## src/rtl/spi_byte_sequencer.sv

```systemverilog
// rtl/spi_byte_sequencer.sv - TX/RX byte FIFOs and sequencing FSM feeding an SPI byte engine
// Drives the engine one byte at a time and manages the active-low slave select.

module spi_seq_fifo #(
  parameter int DEPTH = 4,
  parameter int PW    = 2,
  parameter int LW    = 3
) (
  input  logic          clk,
  input  logic          rst_n,
  input  logic          push_i,
  input  logic          pop_i,
  input  logic [7:0]    din_i,
  output logic [7:0]    dout_o,
  output logic [LW-1:0] level_o
);
  logic [7:0]    mem_q [DEPTH];
  logic [PW-1:0] wr_ptr_q, wr_ptr_d;
  logic [PW-1:0] rd_ptr_q, rd_ptr_d;
  logic [LW-1:0] level_q, level_d;

  // Callers qualify push/pop; a push while full is only issued alongside a pop.
  always_comb begin
    wr_ptr_d = push_i ? wr_ptr_q + 1'b1 : wr_ptr_q;
    rd_ptr_d = pop_i ? rd_ptr_q + 1'b1 : rd_ptr_q;
    level_d  = level_q;
    if (push_i && !pop_i) begin
      level_d = level_q + LW'(1);
    end else if (pop_i && !push_i) begin
      level_d = level_q - LW'(1);
    end
  end

  always_ff @(posedge clk or negedge rst_n) begin
    if (!rst_n) begin
      wr_ptr_q <= '0;
      rd_ptr_q <= '0;
      level_q  <= '0;
    end else begin
      wr_ptr_q <= wr_ptr_d;
      rd_ptr_q <= rd_ptr_d;
      level_q  <= level_d;
    end
  end

  always_ff @(posedge clk) begin
    if (push_i) begin
      mem_q[wr_ptr_q] <= din_i;
    end
  end

  assign dout_o  = mem_q[rd_ptr_q];
  assign level_o = level_q;
endmodule

module spi_byte_sequencer #(
  parameter int DEPTH = 4
) (
  input  logic                     clk,
  input  logic                     rst_n,
  input  logic [7:0]               wr_data,
  input  logic                     wr_en,
  input  logic                     rd_en,
  output logic [7:0]               rd_data,
  output logic                     tx_full,
  output logic                     rx_empty,
  output logic [$clog2(DEPTH):0]   tx_level,
  output logic [$clog2(DEPTH):0]   rx_level,
  output logic                     rx_ovf,
  input  logic                     ovf_clr,
  input  logic                     cs_auto,
  input  logic                     cs_manual,
  output logic                     active,
  output logic                     spi_ssel_n,
  output logic [7:0]               eng_txdata,
  output logic                     eng_txstart,
  input  logic [7:0]               eng_rxdata,
  input  logic                     eng_busy
);
  localparam int PW = $clog2(DEPTH);
  localparam int LW = PW + 1;
  localparam logic [LW-1:0] FULL_LVL = LW'(DEPTH);

  typedef enum logic [2:0] {
    S_IDLE, S_SETUP, S_START, S_WAIT, S_CAPTURE
  } state_t;

  state_t     state_q, state_d;
  logic       ssel_n_q, ssel_n_d;
  logic [7:0] txdata_q, txdata_d;
  logic       ovf_q, ovf_d;
  logic [7:0] tx_head;
  logic       tx_push, tx_pop, rx_push, rx_pop, rx_full, capture, drop;

  spi_seq_fifo #(.DEPTH(DEPTH), .PW(PW), .LW(LW)) u_tx_fifo (
    .clk     (clk),
    .rst_n   (rst_n),
    .push_i  (tx_push),
    .pop_i   (tx_pop),
    .din_i   (wr_data),
    .dout_o  (tx_head),
    .level_o (tx_level)
  );

  spi_seq_fifo #(.DEPTH(DEPTH), .PW(PW), .LW(LW)) u_rx_fifo (
    .clk     (clk),
    .rst_n   (rst_n),
    .push_i  (rx_push),
    .pop_i   (rx_pop),
    .din_i   (eng_rxdata),
    .dout_o  (rd_data),
    .level_o (rx_level)
  );

  assign tx_full  = (tx_level == FULL_LVL);
  assign rx_full  = (rx_level == FULL_LVL);
  assign rx_empty = (rx_level == '0);
  assign tx_push  = wr_en && !tx_full;
  assign rx_pop   = rd_en && !rx_empty;
  // A CPU read in the capture cycle frees the slot the captured byte needs.
  assign rx_push  = capture && (!rx_full || rx_pop);
  assign drop     = capture && rx_full && !rx_pop;

  always_ff @(posedge clk or negedge rst_n) begin
    if (!rst_n) begin
      state_q <= S_IDLE;
    end else begin
      state_q <= state_d;
    end
  end

  always_comb begin
    state_d = state_q;
    unique case (state_q)
      S_IDLE: begin
        if (tx_level != '0) begin
          state_d = (cs_auto && ssel_n_q) ? S_SETUP : S_START;
        end
      end
      S_SETUP:   state_d = S_START;
      S_START:   state_d = S_WAIT;
      S_WAIT:    if (!eng_busy) state_d = S_CAPTURE;
      S_CAPTURE: state_d = S_IDLE;
      default:   state_d = S_IDLE;
    endcase
  end

  always_comb begin
    eng_txstart = 1'b0;
    tx_pop      = 1'b0;
    capture     = 1'b0;
    unique case (state_q)
      S_START: begin
        eng_txstart = 1'b1;
        tx_pop      = 1'b1;
      end
      S_CAPTURE: capture = 1'b1;
      default: ;
    endcase
  end

  // The byte is latched on entry to START so it is stable alongside the start pulse.
  always_comb begin
    txdata_d = (state_d == S_START && state_q != S_START) ? tx_head : txdata_q;
    ssel_n_d = !(cs_manual || (cs_auto && (state_q != S_IDLE || tx_level != '0)));
    ovf_d    = drop ? 1'b1 : (ovf_clr ? 1'b0 : ovf_q);
  end

  always_ff @(posedge clk or negedge rst_n) begin
    if (!rst_n) begin
      ssel_n_q <= 1'b1;
      txdata_q <= 8'h00;
      ovf_q    <= 1'b0;
    end else begin
      ssel_n_q <= ssel_n_d;
      txdata_q <= txdata_d;
      ovf_q    <= ovf_d;
    end
  end

  assign spi_ssel_n = ssel_n_q;
  assign eng_txdata = txdata_q;
  assign rx_ovf     = ovf_q;
  assign active     = (tx_level != '0) || (state_q != S_IDLE);
endmodule

```

## config.mk

```make
export PLATFORM = sky130hd
export DESIGN_NAME = spi_byte_sequencer
export DESIGN_NICKNAME = d
export VERILOG_FILES = /design/src/rtl/spi_byte_sequencer.sv
export SDC_FILE = /design/constraint.sdc
export NUM_CORES = 1
export LEC_CHECK = 0
export ABC_AREA = 0
export CORE_MARGIN = 2
export CORE_UTILIZATION = 58
export DETAILED_ROUTE_END_ITERATION = 10
export GPL_TIMING_DRIVEN = 0
export PLACE_DENSITY = 0.88
export SKIP_LAST_GASP = 1
export SYNTH_ARGS = -nofsm -noshare
export SYNTH_HDL_FRONTEND = slang
export SYNTH_HIERARCHICAL = 1
export SYNTH_SLANG_ARGS = --single-unit
```

## constraint.sdc

```tcl
create_clock -name clk -period 5.1 [get_ports clk]
set_input_delay 0.765 -clock clk [delete_from_list [all_inputs] [get_ports clk]]
set_output_delay 0.765 -clock clk [all_outputs]
set_load 0.01 [all_outputs]
```

# Word level (Yosys, flattened, before mapping)
# Memory sizes are Yosys's and may differ from the RTL's. A register that Yosys moved wholly into a read port is not among the register bits.
# Cells that the tools add are included.
# totals
register_bits	19
ramBits	64
input_bits	24
wordCells	74
mem_count	2
# classes
add_sub_neg	8
eq_ne	8
n_mux	16
reduce_logical	31
# mem_list
memory	depth	width	rd	rd_clocked_by_memory_dff	wr	line	source
u_rx_fifo.mem_q	4	8	1	0	1	17	logic [7:0] mem_q [DEPTH];
u_tx_fifo.mem_q	4	8	1	1	1	17	
# ops
op	count
$mux 3	6
$logic_and 1x1->1	12
$pmux 3 s4	1
$eq 3x2->1 const B	3
$eq 3x3->1 const B	3
$logic_not 1->1	9
$add 2x1->2 const B	4
$mux 1	8
$add 3x1->3 const B	2
$logic_not 3->1	2
$reduce_bool 2->1	3
$reduce_bool 3->1	2
$sub 3x1->3 const B	2
$eq 3x1->1 const B	1
$logic_or 1x1->1	3
$ne 3x2->1 const B	1
$mux 2	1

# Logic depth before layout (Yosys ltp)
# depth
depth_word	9
mapped_depth	9
ltp_nobuf	9

# Modules after synthesis
# The synthesis kept the hierarchy.
# modules_own_cells
mod	instances	cells_each	area_each_um2	seq_area_each_um2
spi_seq_fifo	2	74	1535.2	1136.1
spi_byte_sequencer	1	47	574.3	326.6

# Worst setup path before layout
# Ideal clock, no wire load.
# synth_path
kind	input to register
start	input rd_en
end	register u_rx_fifo.level_q[1], in the netlist u_rx_fifo/level_o[1]
setup_time_ns	0.125
t_arrival_ns	2.186
t_required_ns	4.975
path_slack_ns	2.789
cell_stages	6
path_buffers	0
path_cell_list	nor4b_1 -> nor2_1 -> ha_1 -> inv_1 -> fa_1 -> mux2_2
# synth_between
elab_cells_between_ends	9
cone_classes	mux (1); reduce/logical (8)
# synth_rtl
item	line	source
start: declaration	63	input logic rd_en,
$logic_and 1x1->1	119	assign rx_pop = rd_en && !rx_empty;
$logic_or 1x1->1	121	assign rx_push = capture && (!rx_full || rx_pop);
$logic_and 1x1->1	121	
via rx_push	93	logic tx_push, tx_pop, rx_push, rx_pop, rx_full, capture, drop;
$logic_and 1x1->1	27	if (push_i && !pop_i) begin
$mux 3	27	
via u_rx_fifo.level_d[1]	20	logic [LW-1:0] level_q, level_d;
end signal: assignment	42	level_q <= level_d;
end: declaration	20	
# The timed path passes the listed nets, and every way through them passes these cells.
# A chain may end at the register's enable or synchronous reset.

# Final worst setup path
# layout_path
start	register u_tx_fifo.level_q[1], in the netlist u_tx_fifo/level_o[1]
end	output active
# layout_between
elab_chain_len	2
# layout_lines
item	line	source
start: declaration	20	
start signal: assignment	42	
$reduce_bool 3->1	184	assign active = (tx_level != '0) || (state_q != S_IDLE);
$logic_or 1x1->1	184	
end: declaration	73	output logic active,
# No other way between the ends.

==> flow_summary.ini <==
[synth]
avgSynthCellArea_um2 = 18.7
synth_top_area_share_pct = 52.7
synthArstFlopShare_pct = 29.7
synth_cells = 195
synth-main-ff-cell = edfxtp_1
synthesis.nets = 231
yosys_register_bits = 91
synth.most_common_cell = edfxtp_1
synthTopCellsByArea = edfxtp_1 (53%), dfrtp_1 (18%), mux4_2 (9.9%)
synth_cell_types = 29
yosysWarnings = 6
seq_area_frac_synth_pct = 71.3
netlist_area_um2 = 3640
ys_top_cells_by_count = edfxtp_1 (64), dfrtp_1 (26), mux4_2 (16)
synth_top_area_cell = edfxtp_1
synth_edf_count = 64

[timing]
rsz0062_at_grt = false
worstMarginPinSlew_ns = 0.655
finalCritPeriodShare_pct = 57.9
fin_tns_setup_ns = 0
report.final.slew_viol_count = 0
hold_viol_final = 0
fin_crit_ns = 2.95
setup_viol = 0
finClkSkew_ns = 0.00988
max_slew_margin_pct = 56.3
timing.fmax_mhz = 339

[layout]
layout.cells.non_filler = 337
fillers = 376
diodes = 0
drive_gt1_share_pct = 18.7
design_area_um2 = 4440
area_delta_synth_final_pct = 21.8
fin_util_pct = 74.1
nets = 293

[worst_setup_path]
slowest_stage = clkdlybuf4s50_1
regToRegStartpoint = state_q[0]
crit_arrival_ns = 2.19
cpLargestDelayFamily = simple AND/OR/NAND/NOR gates
cp_slowest_stage_delay_ns = 0.50
cp.required_ns = 4.34
critPathLaunch = u_tx_fifo/level_o[1]
timing.critical_path.buf_inv = 1
critPathMaxFanout = 6
crit_chain = or3_1 -> or4_1 -> clkdlybuf4s50_1
path_class = flip-flop to output pin
cp-end-kind = output pin
critPathLaunchType = flip-flop

[clock_network]
cts_max_path_buffers = 2
cts_tree = built
clkSinkCount = 91
ctsRootBufferMaster = clkbuf_8
cts.clk_slew.worst_paths_ns = 0.10
cts_hold_buf = 0
cts_made_buffers = 9
ctsResizeCount = 0
clk_latency_ns = 0.36
ctsHtreeMaxLevel = 3
post-cts-setup-buffers = 0

[routing]
route.detailed.drc = 0
ant_nets = 0
wl_um = 5860
drt-pass1-iter-count = 4
drt_iter0_drc = 99
wire_per_inst_um = 17.4
vias_per_cell = 5.46
vias = 1839

[pwr]
finalPower_mw = 2.39
p_per_area_nw_per_um2 = 539
power.leakage_nw = 1.61
irDropWorstVdd_uv = 398

[placed_design]
dp_hpwl_um = 4000
place_area_um2 = 4250
post-place-cells = 321
portBuffers = 51
place_congestion = 0.687

[outcome]
status = finished, final reports clean

[global_route]
grt.total_usage_pct = 18.6
gr-total-overflow = 0
antenna_found_initial = 0
grt_pass1_vias = 1965
grt_pass1_wl_um = 9680
grt_max_degree = 28

[floorplan]
die_h_um = 83.3
core-area_um2 = 5990
rows = 28
fp.dieW_um = 83.3
dieArea_um2 = 6930
initial_core_util_pct = 60.8
ios = 52

[job]
max_cap_viol_count = 0

[worst_hold_path]
hold_path_class = input port to asynchronous set/reset pin
[flip-flops by register name (all words and copies together), names as in the netlist]
signal and flops:
u_rx_fifo/mem_q 32, u_tx_fifo/mem_q 32, eng_txdata 8, state_q 3, u_rx_fifo/level_o 3, u_tx_fifo/level_o 3
u_rx_fifo/rd_ptr_q 2, u_rx_fifo/wr_ptr_q 2, u_tx_fifo/rd_ptr_q 2, u_tx_fifo/wr_ptr_q 2, rx_ovf 1, spi_ssel_n 1
[kinds of logic (layout without fill, tap and decap cells)]
group                    Yosys count  after routing  synth area share, %
buffers and inverters             13             80                 1.82
AND/OR/NAND/NOR                   33             33                 4.98
adder cells (fa/ha/maj)           12             12                 4.53
XOR/XNOR                          12             12                 2.88
AO/OA/AOI/OAI                      8              8                 1.51
flip-flops                        91             91                 71.3
multiplexers                      26             26                 13.0
[placed cells by master, fill, tap and decap left out, drive strengths merged]
cell type and count:
nor2 5, xnor2 4, and2 8, and3b 1, nand3 1, buf 5, nand2 8, nor3b 2
clkinv 2, nor4b 1, mux4 16, dfstp 1, xor2 8, clkdlybuf4s50 50, o21ai 3, inv 13
o211ai 1, fa 2, nor2b 3, dfrtp 26, ha 10, nor3 1, a211oi 1, a21oi 1
mux2 10, or4 2, a221oi 1, edfxtp 64, or3 1, clkbuf 9, a31oi 1, clkinvlp 1
[stage by stage]
step                hold WS [ns]  setup slack (ns)
finish                     0.425              2.15
global route               0.451              2.06
CTS                        0.517              2.12
detailed placement         0.494              2.17
global placement           0.488              2.21
floorplan                  0.469              2.79
[final timing paths]
check / end / cells after the start / slack, ns
max: active / 3 / 2.15
min: eng_txdata[7] / 1 / 0.43
max reg2reg: u_rx_fifo/level_o[2] / 9 / 2.74
min reg2reg: eng_txdata[5] / 1 / 0.51
max in group asynchronous: eng_txdata[6] / 1 / 4.24
min in group clk: eng_txdata[5] / 1 / 0.51
[cell type report]
type | instances | area [µm²] | share of cell area, %
clock buffers | 9 | 124 | 2.79
clock inverters | 7 | 70.1 | 1.58
multi-input cells | 91 | 980 | 22.1
plain buffers | 4 | 32.5 | 0.733
flip-flops and latches | 91 | 2600 | 58.6
repair buffers | 51 | 505 | 11.4
well taps | 75 | 93.8 | 2.11
inverters | 9 | 33.8 | 0.761
[worst register-to-register path, cell delays in order (launching register included)]
cell and delay [ns]:
dfrtp_1 0.46, nor2_1 0.21, nand2_1 0.07, nor2_1 0.40, ha_1 0.28, inv_1 0.06, fa_1 0.37, xor2_1 0.17
nor2_1 0.12, xor2_1 0.16
[metal layers]
metal	vias up	part of all wire (%)	GRT usage [%]	wire length, µm
met2	47	53	32.1	3090
met1	918	41	22.4	2420
met4	0	1.7	8.05	102
li1	865	-	-	-
met3	9	4.2	4.47	245
met5	-	0	0	0
[power by group]
part	internal [mW]	total, mW	switching [mW]
combinational	0.495	0.863	0.368
sequential	0.961	1.07	0.109
clock	0.190	0.460	0.270
Power figures use the tool's default switching activity.
